[src/rtl/tinyalu_pkg.sv]
// -----------------------------------------------------------------------------
// tinyalu_pkg
//  Shared types for the TinyALU responder.
//   - operation_t      : op encoding, shared with the BFM
//   - tinyalu_state_t  : responder FSM states
//   - is_single_cycle  : true for ops finished by the one-cycle ALU mux
// -----------------------------------------------------------------------------
package tinyalu_pkg;

    localparam int OP_W  = 3;
    localparam int CNT_W = 4;

    typedef enum logic [OP_W-1:0] {
        no_op  = 3'b000,
        add_op = 3'b001,
        and_op = 3'b010,
        xor_op = 3'b011,
        mul_op = 3'b100,
        rst_op = 3'b111
    } operation_t;

    typedef enum logic [1:0] {
        IDLE     = 2'b00,
        MUL      = 2'b01,
        WAIT_REL = 2'b10
    } tinyalu_state_t;

    // add/and/xor complete in one cycle; everything else does not
    function automatic logic is_single_cycle(input logic [OP_W-1:0] op);
        logic r;
        case (op)
            add_op, and_op, xor_op: r = 1'b1;
            default:                r = 1'b0;
        endcase
        return r;
    endfunction

endpackage

[src/rtl/tinyalu_mul_pipe.sv]
// -----------------------------------------------------------------------------
// tinyalu_mul_pipe
//  Multiplier pipeline with MUL_LATENCY-1 register stages. The full-width
//  product is formed when the operands enter and then shifted along with a
//  valid bit, so out_valid rises in the cycle before the top registers done.
//  With MUL_LATENCY=1 the path is purely combinational.
// Ports:
//  clk, reset  : clock and synchronous active-high reset
//  in_valid    : operands a/b accepted this cycle
//  flush       : clears every valid bit (abort)
//  a, b        : unsigned operands, DATA_W bits
//  out_valid   : product is valid this cycle
//  product     : 2*DATA_W-bit unsigned product
// -----------------------------------------------------------------------------
module tinyalu_mul_pipe #(
    parameter int DATA_W      = 8,
    parameter int MUL_LATENCY = 3
) (
    input  logic                  clk,
    input  logic                  reset,
    input  logic                  in_valid,
    input  logic                  flush,
    input  logic [DATA_W-1:0]     a,
    input  logic [DATA_W-1:0]     b,
    output logic                  out_valid,
    output logic [2*DATA_W-1:0]   product
);

    localparam int RES_W  = 2 * DATA_W;
    localparam int STAGES = MUL_LATENCY - 1;

    generate
        if (STAGES == 0) begin : g_comb
            assign out_valid = in_valid & ~flush & ~reset;
            assign product   = RES_W'(a) * RES_W'(b);
        end else begin : g_pipe
            logic [STAGES-1:0] valid_q;
            logic [STAGES-1:0] valid_d;
            logic [RES_W-1:0]  prod_q [STAGES];
            logic [RES_W-1:0]  prod_d [STAGES];

            // shift valid bits and products one stage per cycle; flush kills all
            always_comb begin
                valid_d[0] = in_valid & ~flush;
                prod_d[0]  = RES_W'(a) * RES_W'(b);
                for (int i = 1; i < STAGES; i++) begin
                    valid_d[i] = valid_q[i-1] & ~flush;
                    prod_d[i]  = prod_q[i-1];
                end
            end

            // pipeline stage registers
            always_ff @(posedge clk) begin
                if (reset) begin
                    valid_q <= {STAGES{1'b0}};
                    for (int i = 0; i < STAGES; i++) begin
                        prod_q[i] <= {RES_W{1'b0}};
                    end
                end else begin
                    valid_q <= valid_d;
                    for (int i = 0; i < STAGES; i++) begin
                        prod_q[i] <= prod_d[i];
                    end
                end
            end

            assign out_valid = valid_q[STAGES-1];
            assign product   = prod_q[STAGES-1];
        end
    endgenerate

endmodule

[src/rtl/tinyalu_responder.sv]
// -----------------------------------------------------------------------------
// tinyalu_responder
//  Responder side of the TinyALU start/done handshake. Samples A/B/op when
//  start is seen in IDLE, returns add/and/xor one cycle later and mul after
//  MUL_LATENCY cycles, then waits in WAIT_REL until start drops so each start
//  assertion yields exactly one done pulse.
// Ports:
//  clk     : clock, all state on posedge
//  reset   : synchronous active-high reset, highest priority
//  A, B    : unsigned operands, DATA_W bits
//  op      : operation_t encoding (101/110 behave as no_op)
//  start   : request level, held by initiator until done
//  done    : one-cycle pulse, result valid in the same cycle
//  result  : last result, 2*DATA_W bits, held until the next done
// -----------------------------------------------------------------------------
module tinyalu_responder
    import tinyalu_pkg::*;
#(
    parameter int DATA_W      = 8,
    parameter int MUL_LATENCY = 3
) (
    input  logic                  clk,
    input  logic                  reset,
    input  logic [DATA_W-1:0]     A,
    input  logic [DATA_W-1:0]     B,
    input  logic [OP_W-1:0]       op,
    input  logic                  start,
    output logic                  done,
    output logic [2*DATA_W-1:0]   result
);

    localparam int RES_W = 2 * DATA_W;
    // counter counts the MUL-state cycles still needed after entry
    localparam logic [CNT_W-1:0] CNT_LOAD =
        (MUL_LATENCY >= 2) ? CNT_W'(MUL_LATENCY - 2) : {CNT_W{1'b0}};

    tinyalu_state_t     state_q, state_d;
    logic [RES_W-1:0]   result_q, result_d;
    logic               done_q, done_d;
    logic [CNT_W-1:0]   cnt_q, cnt_d;

    logic               mul_start_s;
    logic               mul_flush_s;
    logic               mul_valid_s;
    logic [RES_W-1:0]   mul_product_s;
    logic [RES_W-1:0]   alu_result_s;

    // pipe control kept outside the FSM block so the MUL_LATENCY=1
    // combinational return path does not loop through it
    assign mul_start_s = (state_q == IDLE) && start && (op == mul_op);
    assign mul_flush_s = (state_q == MUL) && !start;

    tinyalu_mul_pipe #(
        .DATA_W      (DATA_W),
        .MUL_LATENCY (MUL_LATENCY)
    ) u_mul_pipe (
        .clk       (clk),
        .reset     (reset),
        .in_valid  (mul_start_s),
        .flush     (mul_flush_s),
        .a         (A),
        .b         (B),
        .out_valid (mul_valid_s),
        .product   (mul_product_s)
    );

    // single-cycle ALU, operands zero-extended to the result width
    always_comb begin
        alu_result_s = {RES_W{1'b0}};
        case (op)
            add_op:  alu_result_s = RES_W'(A) + RES_W'(B);
            and_op:  alu_result_s = RES_W'(A & B);
            xor_op:  alu_result_s = RES_W'(A ^ B);
            default: alu_result_s = {RES_W{1'b0}};
        endcase
    end

    // FSM next state, result/done next values and mul counter
    always_comb begin
        state_d  = state_q;
        result_d = result_q;
        done_d   = 1'b0;
        cnt_d    = cnt_q;
        case (state_q)
            IDLE: begin
                if (start && is_single_cycle(op)) begin
                    result_d = alu_result_s;
                    done_d   = 1'b1;
                    state_d  = WAIT_REL;
                end else if (mul_start_s) begin
                    if (mul_valid_s) begin
                        result_d = mul_product_s;
                        done_d   = 1'b1;
                        state_d  = WAIT_REL;
                    end else begin
                        cnt_d   = CNT_LOAD;
                        state_d = MUL;
                    end
                end else begin
                    // no_op, rst_op, illegal encodings or no request
                    state_d = IDLE;
                end
            end
            MUL: begin
                if (!start) begin
                    cnt_d   = {CNT_W{1'b0}};
                    state_d = IDLE;
                end else if (mul_valid_s && (cnt_q == {CNT_W{1'b0}})) begin
                    result_d = mul_product_s;
                    done_d   = 1'b1;
                    cnt_d    = {CNT_W{1'b0}};
                    state_d  = WAIT_REL;
                end else if (cnt_q != {CNT_W{1'b0}}) begin
                    cnt_d   = cnt_q - {{(CNT_W-1){1'b0}}, 1'b1};
                    state_d = MUL;
                end else begin
                    state_d = MUL;
                end
            end
            WAIT_REL: begin
                if (!start) begin
                    state_d = IDLE;
                end else begin
                    state_d = WAIT_REL;
                end
            end
            default: begin
                cnt_d   = {CNT_W{1'b0}};
                state_d = IDLE;
            end
        endcase
    end

    // state, result, done and counter registers
    always_ff @(posedge clk) begin
        if (reset) begin
            state_q  <= IDLE;
            result_q <= {RES_W{1'b0}};
            done_q   <= 1'b0;
            cnt_q    <= {CNT_W{1'b0}};
        end else begin
            state_q  <= state_d;
            result_q <= result_d;
            done_q   <= done_d;
            cnt_q    <= cnt_d;
        end
    end

    assign done   = done_q;
    assign result = result_q;

endmodule

[config.mk]
export PLATFORM = sky130hd
export DESIGN_NAME = tinyalu_responder
export DESIGN_NICKNAME = d
export VERILOG_FILES = /design/src/rtl/tinyalu_pkg.sv /design/src/rtl/tinyalu_mul_pipe.sv /design/src/rtl/tinyalu_responder.sv
export SDC_FILE = /design/constraint.sdc
export NUM_CORES = 1
export LEC_CHECK = 0
export BUFFER_PORTS_ARGS = -buffer_cell sky130_fd_sc_hd__buf_4
export CAP_MARGIN = 20
export CORE_MARGIN = 8
export CORE_UTILIZATION = 60
export CTS_BUF_LIST = sky130_fd_sc_hd__clkbuf_4 sky130_fd_sc_hd__clkbuf_8 sky130_fd_sc_hd__clkbuf_16
export CTS_CLUSTER_DIAMETER = 50
export DETAILED_ROUTE_END_ITERATION = 10
export PLACE_DENSITY = 0.82
export SLEW_MARGIN = 20
export SYNTH_ARGS = -nofsm -noshare
export SYNTH_HDL_FRONTEND = slang
export SYNTH_HIERARCHICAL = 1
export SYNTH_SLANG_ARGS = --single-unit
export TNS_END_PERCENT = 5
[constraint.sdc]
create_clock -name clk -period 8.6 [get_ports clk]
set_input_delay 0.43 -clock clk [delete_from_list [all_inputs] [get_ports clk]]
set_output_delay 0.43 -clock clk [all_outputs]
set_load 0.005 [all_outputs]
==> metrics.log, run 1 <==
INFO  metric critPathArrivalTime = between 4000 and 5000 ps
INFO  metric crit_path_max_incr_delay = between 500 and 600 ps
INFO  metric timing.critical_path.max_delay_family = adder cells
INFO  metric cap_viol_max_count = 0
INFO  metric timing.critical_path.from_type = primary input
INFO  metric p_leak = roughly 2.4 nW
INFO  metric clkSinkCount = 57
INFO  metric whs_path_depth = 3
INFO  metric chipHeight = approximately 100 um
INFO  metric worstPathMaxFanout = 9
INFO  metric port_buffers = 38
INFO  metric grt_pass1_wl = 16.51 mm
INFO  metric postRouteWirelength = ~9.4 mm
INFO  metric detail_route.iter0.violations = 165
INFO  metric combinational_power_share = 46.8%
INFO  metric yosys_top_cell_area_share = 25.24%
INFO  metric post-route-cell-area = 0.005037 mm^2
INFO  metric drt_pre_antenna_iters = 4
INFO  metric post_synth.cell_area_avg = between 8 and 9 um^2
INFO  metric area_delta_synth_final = 11.40%
INFO  metric power.internal = 0.0006120 W
INFO  metric worst_slew_pin_slew = between 600 and 700 ps
INFO  metric ctsHoldBuffers = 0
INFO  metric place.gp.congestion = just under 0.9
INFO  metric synthesis.nets = 610
INFO  metric ff2ff_setup_slack = between 6000 and 7000 ps
INFO  metric postPlaceCellArea = roughly 0.0049 mm^2
INFO  metric outcome = complete, no violations
INFO  metric rr_startpoint = state_q[0]
INFO  metric p_seq_share = between 30% and 40%
INFO  metric critical_path_required = around 9000 ps
INFO  metric first_global_vias = 3700
INFO  metric grt_start_max_net_pins = a little under 60
INFO  metric synth.cell_area = 0.004522 mm^2
INFO  metric ir_drop_worst_vdd = around 0.14 mV
INFO  metric detailedPlacementHpwl = about 7.4 mm
INFO  metric ys_warn_count = 6
INFO  metric finalSetupViolCount = 0
INFO  metric yosysTopAreaCell = sky130_fd_sc_hd__dfxtp_1
INFO  metric skew = roughly 6.3 ps
INFO  metric fin_cells = between 600 and 700
INFO  metric worst-path-buf-inv = 5
INFO  metric switching_share = 37.48%
INFO  metric post-route-min-period = around 4300 ps
INFO  metric synth.area.top_cells = sky130_fd_sc_hd__dfxtp_1 25%, sky130_fd_sc_hd__fa_1 16%, sky130_fd_sc_hd__ha_1 12%
INFO  metric period_share = 49.58%
INFO  metric clkLatencyLatePin = 320 ps
INFO  metric setup_tns = 0 ps
INFO  metric hold_path_end = state_q[1]
INFO  metric cts.htree.levels = 3
INFO  metric number_of_flops_mapped_to_enable_cells_by_yosys = 0
INFO  metric core-area = around 0.0073 mm^2
INFO  metric layout.cells.most_common_list = 57 x sky130_fd_sc_hd__inv_1, 57 x sky130_fd_sc_hd__dfxtp_1, 45 x sky130_fd_sc_hd__ha_1, 45 x sky130_fd_sc_hd__and2_1, 43 x sky130_fd_sc_hd__nand2_1
INFO  metric antenna_found_initial = 0
INFO  metric syn-instance-count = ~510
INFO  metric finish.utilization = between 60 and 70%
INFO  metric cellPowerDensity = 194.3 mW/mm^2
INFO  metric cts-root-to-sink-buffers = 2
INFO  metric total_grt_overflow = 0
INFO  metric holdCritPathClass = in -> reg
INFO  metric critical_path.endpoint_type = flop
INFO  metric synth_flop_cell = sky130_fd_sc_hd__dfxtp_1
INFO  metric start_util = a little over 60%
INFO  metric fp-row-count = 31
INFO  metric drt-vias-per-instance = about 5.5
INFO  metric final_layout_size_suffix_gt1_share = a little over an eighth
INFO  metric ys_types = between 40 and 50
INFO  metric timing.setup.critical_path_class = in -> reg
INFO  metric fin_nets = 644
INFO  metric track_usage = around 20%
INFO  metric crit_path_cell_trace = buf_4, and2_1, fa_1, inv_1, fa_1, inv_1, fa_1, inv_1, fa_1, inv_1, ha_1, a21oi_1, o21ai_0, a311oi_1, mux2_2
INFO  metric dieWidth = a little over 100 um
INFO  metric placed_cells = about 630
INFO  metric avg_wl_per_cell = 14.59 um
INFO  metric top_level_ports = 39
INFO  metric timing.final.hold_violations = 0
INFO  metric worstRegToRegCells = 6
INFO  metric ys_async_sr_fraction = 0%
INFO  metric rsz0062_at_grt = no
INFO  metric synth-seq-area-share = between 20% and 30%
INFO  metric antenna-diode-count = 0
INFO  metric tritoncts.num_buffers = 9
INFO  metric drv_slew = 0
INFO  metric maxClockFrequency = ~230 MHz
INFO  metric slew_headroom = 57.48%
INFO  metric min_from = start
INFO  metric clock-root-buffer = sky130_fd_sc_hd__clkbuf_8
INFO  metric cts_tree = yes
INFO  metric yosys_register_bits = 57
INFO  metric ctsResizeCount = 0
INFO  metric reg2reg_to = result[1]
INFO  metric post_cts.repair.setup_buffers = 0
INFO  metric crit_path_top_delay_cell = sky130_fd_sc_hd__fa_1
INFO  metric design.die.area = 0.01057 mm^2
INFO  metric power.clock.fraction = between 20% and 30%
INFO  metric p_sw = roughly 0.00037 W
INFO  metric routed-via-count = roughly 3600
INFO  metric detail-route-antenna-nets = 0
INFO  metric report.power.total = between 0.0009 and 0.001 W
INFO  metric drc = 0
INFO  metric cts.clk_slew.worst_paths = 70 ps
==> area by class of cell <==
class	count	area, um^2
multi-input combinational	376	3095
inverter	57	214.0
fill	609	2255
clock buffer	10	131.4
tap	99	123.9
sequential	57	1141
timing repair buffer	39	296.5
clock inverter	6	35.03
==> sequential cells by signal, indices dropped and copies added (netlist names) <==
signal                     flops
cnt_q                          4
done                           1
result                        16
state_q                        2
u_mul_pipe/g_pipe.prod_q      32
u_mul_pipe/g_pipe.valid_q      2
==> worst max-delay path by stage <==
stage          from                               to  cells past startpoint
2_1_floorplan  B[7]  u_mul_pipe/g_pipe.prod_q[0][14]                     14
3_3_place_gp   A[3]  u_mul_pipe/g_pipe.prod_q[0][14]                     15
3_5_place_dp   A[3]  u_mul_pipe/g_pipe.prod_q[0][14]                     15
4_1_cts        A[3]  u_mul_pipe/g_pipe.prod_q[0][14]                     15
5_1_grt        B[7]  u_mul_pipe/g_pipe.prod_q[0][14]                     14
6_report       A[3]  u_mul_pipe/g_pipe.prod_q[0][14]                     15
==> power groups by stage <==
stage / clock, W / combinational (W) / sequential, W
floorplan: 0 / 0.000353 / 0.000317
global placement: 0 / 0.000439 / 0.000319
detailed placement: 0 / 0.000454 / 0.000319
CTS: 0.000210 / 0.000457 / 0.000314
global route: 0.000225 / 0.000522 / 0.000317
finish: 0.000207 / 0.000458 / 0.000314
==> layer usage <==
layer	GRT usage (%)	wire length, um	part of all wire, %	vias up
met5	0	0	0	-
met4	4.561	121	1.3	0
met2	36.41	4944	53	77
li1	-	-	-	1750
met3	3.174	333	3.5	10
met1	22.37	3998	43	1726
==> cell families after synthesis <==
logic type	after synthesis	synth area share, %
AO/OA/AOI/OAI	77	12.20
buffers and inverters	73	6.309
AND/OR/NAND/NOR	194	22.33
flip-flops	57	25.24
multiplexers	12	2.961
XOR/XNOR	11	2.131
adder cells (fa/ha/maj)	82	28.83
==> synthesized netlist by cell type, drive strengths merged, types with 4 or more instances <==
| cell | instances |
|---|---|
| nor3 | 11 |
| a21o | 12 |
| xor2 | 7 |
| clkbuf | 11 |
| nor3b | 5 |
| and2 | 45 |
| fa | 37 |
| ha | 45 |
| a21oi | 29 |
| nor2b | 27 |
| nand2b | 7 |
| inv | 57 |
| buf | 5 |
| nor2 | 34 |
| a211oi | 6 |
| nand2 | 44 |
| xnor2 | 4 |
| mux2 | 8 |
| nand3 | 13 |
| dfxtp | 57 |
| mux2i | 4 |
| o21ai | 5 |
==> stage by stage <==
| stage | setup WS, ps | hold slack, ps |
|---|---|---|
| global placement | 4128 | 415.7 |
| global route | 4175 | 399.1 |
| detailed placement | 4027 | 422.7 |
| CTS | 4376 | 384.4 |
| finish | 4337 | 396.0 |
| floorplan | 4376 | 413.8 |
==> worst reg2reg max path: stages, from the launching register on <==
cell,delay (ps)
sky130_fd_sc_hd__dfxtp_1,370
sky130_fd_sc_hd__or4b_4,530
sky130_fd_sc_hd__o31ai_2,80
sky130_fd_sc_hd__nand2_2,110
sky130_fd_sc_hd__a21o_1,390
sky130_fd_sc_hd__a2111oi_0,380
sky130_fd_sc_hd__nor3_1,80
Power figures use the tool's default switching activity.
==> run 2: changes to the inputs <==
==> constraint.sdc (replaced) <==
create_clock -name clk -period 4.4 [get_ports clk]
set_input_delay 0.22 -clock clk [delete_from_list [all_inputs] [get_ports clk]]
set_output_delay 0.22 -clock clk [all_outputs]
set_load 0.005 [all_outputs]
==> metrics.log, run 2 (same netlist as run 1, synthesis figures left out) <==
INFO  metric track_usage = roughly a fifth
INFO  metric min_from = start
INFO  metric ff2ff_setup_slack = approximately 2100 ps
INFO  metric grt_start_max_net_pins = 59
INFO  metric crit_path_cell_trace = buf_4, and2_1, fa_1, inv_1, fa_1, inv_1, fa_1, inv_1, fa_1, inv_1, ha_1, a21oi_1, o21ai_0, a311oi_1, mux2_2
INFO  metric antenna_found_initial = 0
INFO  metric cts-root-to-sink-buffers = 2
INFO  metric place.gp.congestion = between 0.8 and 0.9
INFO  metric detail_route.iter0.violations = 217
INFO  metric design.die.area = around 0.011 mm^2
INFO  metric start_util = 62.01%
INFO  metric antenna-diode-count = 0
INFO  metric avg_wl_per_cell = roughly 15 um
INFO  metric clkSinkCount = 57
INFO  metric drc = 0
INFO  metric ctsResizeCount = 0
INFO  metric post_cts.repair.setup_buffers = 0
INFO  metric detail-route-antenna-nets = 0
INFO  metric worstRegToRegCells = 5
INFO  metric slew_headroom = about a third
INFO  metric routed-via-count = 3642
INFO  metric critical_path.endpoint_type = flop
INFO  metric chipHeight = ~100 um
INFO  metric clock-root-buffer = sky130_fd_sc_hd__clkbuf_8
INFO  metric drt-vias-per-instance = 5.647
INFO  metric clkLatencyLatePin = 330 ps
INFO  metric cap_viol_max_count = 0
INFO  metric outcome = complete, no violations
INFO  metric timing.critical_path.from_type = primary input
INFO  metric final_layout_size_suffix_gt1_share = a little over an eighth
INFO  metric power.clock.fraction = about 25%
INFO  metric p_seq_share = approximately 30%
INFO  metric critPathArrivalTime = 4220 ps
INFO  metric whs_path_depth = 3
INFO  metric cts.clk_slew.worst_paths = roughly 70 ps
INFO  metric finalSetupViolCount = 0
INFO  metric postRouteWirelength = 9.926 mm
INFO  metric power.internal = 0.001313 W
INFO  metric reg2reg_to = result[6]
INFO  metric fp-row-count = 31
INFO  metric finish.utilization = between 60% and 70%
INFO  metric worst_slew_pin_slew = about 990 ps
INFO  metric detailedPlacementHpwl = around 7.6 mm
INFO  metric max_reg_flops = 32
INFO  metric post-route-min-period = roughly 4000 ps
INFO  metric worstPathMaxFanout = 9
INFO  metric setup_tns = 0 ps
INFO  metric maxClockFrequency = roughly 250 MHz
INFO  metric core-area = 0.007292 mm^2
INFO  metric area_delta_synth_final = 12.56%
INFO  metric timing.final.hold_violations = 0
INFO  metric crit_path_max_incr_delay = around 530 ps
INFO  metric cts.htree.levels = 3
INFO  metric period_share = approximately nine tenths
INFO  metric rsz0062_at_grt = no
INFO  metric crit_path_top_delay_cell = sky130_fd_sc_hd__fa_1
INFO  metric critical_path_required = ~4600 ps
INFO  metric holdCritPathClass = in -> reg
INFO  metric p_leak = approximately 2.4 nW
INFO  metric total_grt_overflow = 0
INFO  metric hold_path_end = state_q[1]
INFO  metric cts_tree = yes
INFO  metric dieWidth = 102.8 um
INFO  metric first_global_vias = between 3000 and 4000
INFO  metric port_buffers = 38
INFO  metric worst_setup_margin = 389.3 ps
INFO  metric ir_drop_worst_vdd = 0.3394 mV
INFO  metric dpl_ws = approximately 74 ps
INFO  metric timing.setup.critical_path_class = in -> reg
INFO  metric fin_nets = roughly 650
INFO  metric cellPowerDensity = 402.7 mW/mm^2
INFO  metric skew = ~8.6 ps
INFO  metric drt_pre_antenna_iters = 4
INFO  metric largest_register = u_mul_pipe/g_pipe.prod_q
INFO  metric drv_slew = 0
INFO  metric p_sw = between 0.0007 and 0.0008 W
INFO  metric tritoncts.num_buffers = 9
INFO  metric layout.cells.most_common_list = 57 x sky130_fd_sc_hd__inv_1, 57 x sky130_fd_sc_hd__dfxtp_1, 45 x sky130_fd_sc_hd__ha_1, 45 x sky130_fd_sc_hd__and2_1, 43 x sky130_fd_sc_hd__nand2_1
INFO  metric postPlaceCellArea = 0.004875 mm^2
INFO  metric combinational_power_share = roughly 45%
INFO  metric ctsHoldBuffers = 0
INFO  metric final.fill_count = approximately 600
INFO  metric top_level_ports = 39
INFO  metric rr_startpoint = state_q[1]
INFO  metric grt_pass1_wl = between 15 and 20 mm
INFO  metric post-route-cell-area = a little over 0.005 mm^2
INFO  metric switching_share = approximately 36%
INFO  metric report.power.total = approximately 0.002 W
run 2: changes by cell type in the layout (fill, tap and decap cells not counted):
cell                        previous run  this run
sky130_fd_sc_hd__clkbuf_8              9        12
sky130_fd_sc_hd__clkbuf_4              1         0
sky130_fd_sc_hd__buf_4                38        40
sky130_fd_sc_hd__bufinv_16             0         1
sky130_fd_sc_hd__clkinv_2              4         1
sky130_fd_sc_hd__buf_6                 1         0
run 2: worst max-delay path: cells and delay by family:
kind | cells | cell delay, ps
buffers and inverters | 5 | 350
AO/OA/AOI/OAI | 3 | 710
adder cells (fa/ha/maj) | 5 | 2400
AND/OR/NAND/NOR | 1 | 180
multiplexers | 1 | 370
run 2: per-stage QoR:
stage	hold slack, ps	cells
after global placement	418.3	629
after floorplan	333.8	506
final	164.1	645
after detailed placement	425.4	629
after global routing	158.8	645
after CTS	153.6	645
run 2: power by group through the flow:
stage	registers [W]	clock network, W	logic (W)
3_3_place_gp	0.000623	0	0.000876
3_5_place_dp	0.000626	0	0.000910
6_report	0.000616	0.000514	0.000920
2_1_floorplan	0.000619	0	0.000689
4_1_cts	0.000615	0.000522	0.000918
5_1_grt	0.000623	0.000551	0.00105
run 2: worst max-delay path by stage:
stage | from | endpoint | slack [ps] | cells past startpoint
floorplan | B[7] | u_mul_pipe/g_pipe.prod_q[0][14] | 390 | 14
global placement | A[3] | u_mul_pipe/g_pipe.prod_q[0][14] | 160 | 15
detailed placement | A[3] | u_mul_pipe/g_pipe.prod_q[0][14] | 70 | 15
CTS | A[3] | u_mul_pipe/g_pipe.prod_q[0][14] | 420 | 15
global route | A[3] | u_mul_pipe/g_pipe.prod_q[0][14] | 220 | 15
finish | A[3] | u_mul_pipe/g_pipe.prod_q[0][14] | 390 | 15
run 2: routing by layer:
layer	wire [um]	up-vias	track usage, %
met5	0	-	0
met4	221	0	7.564
met3	377	18	4.254
met2	5285	80	38.41
met1	4043	1797	23.17
li1	-	1747	-
run 2: final cells by class:
type                       count  area (um^2)  share of cell area, %
clock buffer                  12        165.2                  3.245
clock inverter                 4        50.05                 0.9833
inverter                      57        214.0                  4.204
tap                           99        123.9                  2.434
sequential                    57         1141                  22.42
multi-input combinational    376         3095                  60.82
timing repair buffer          40        300.3                  5.900
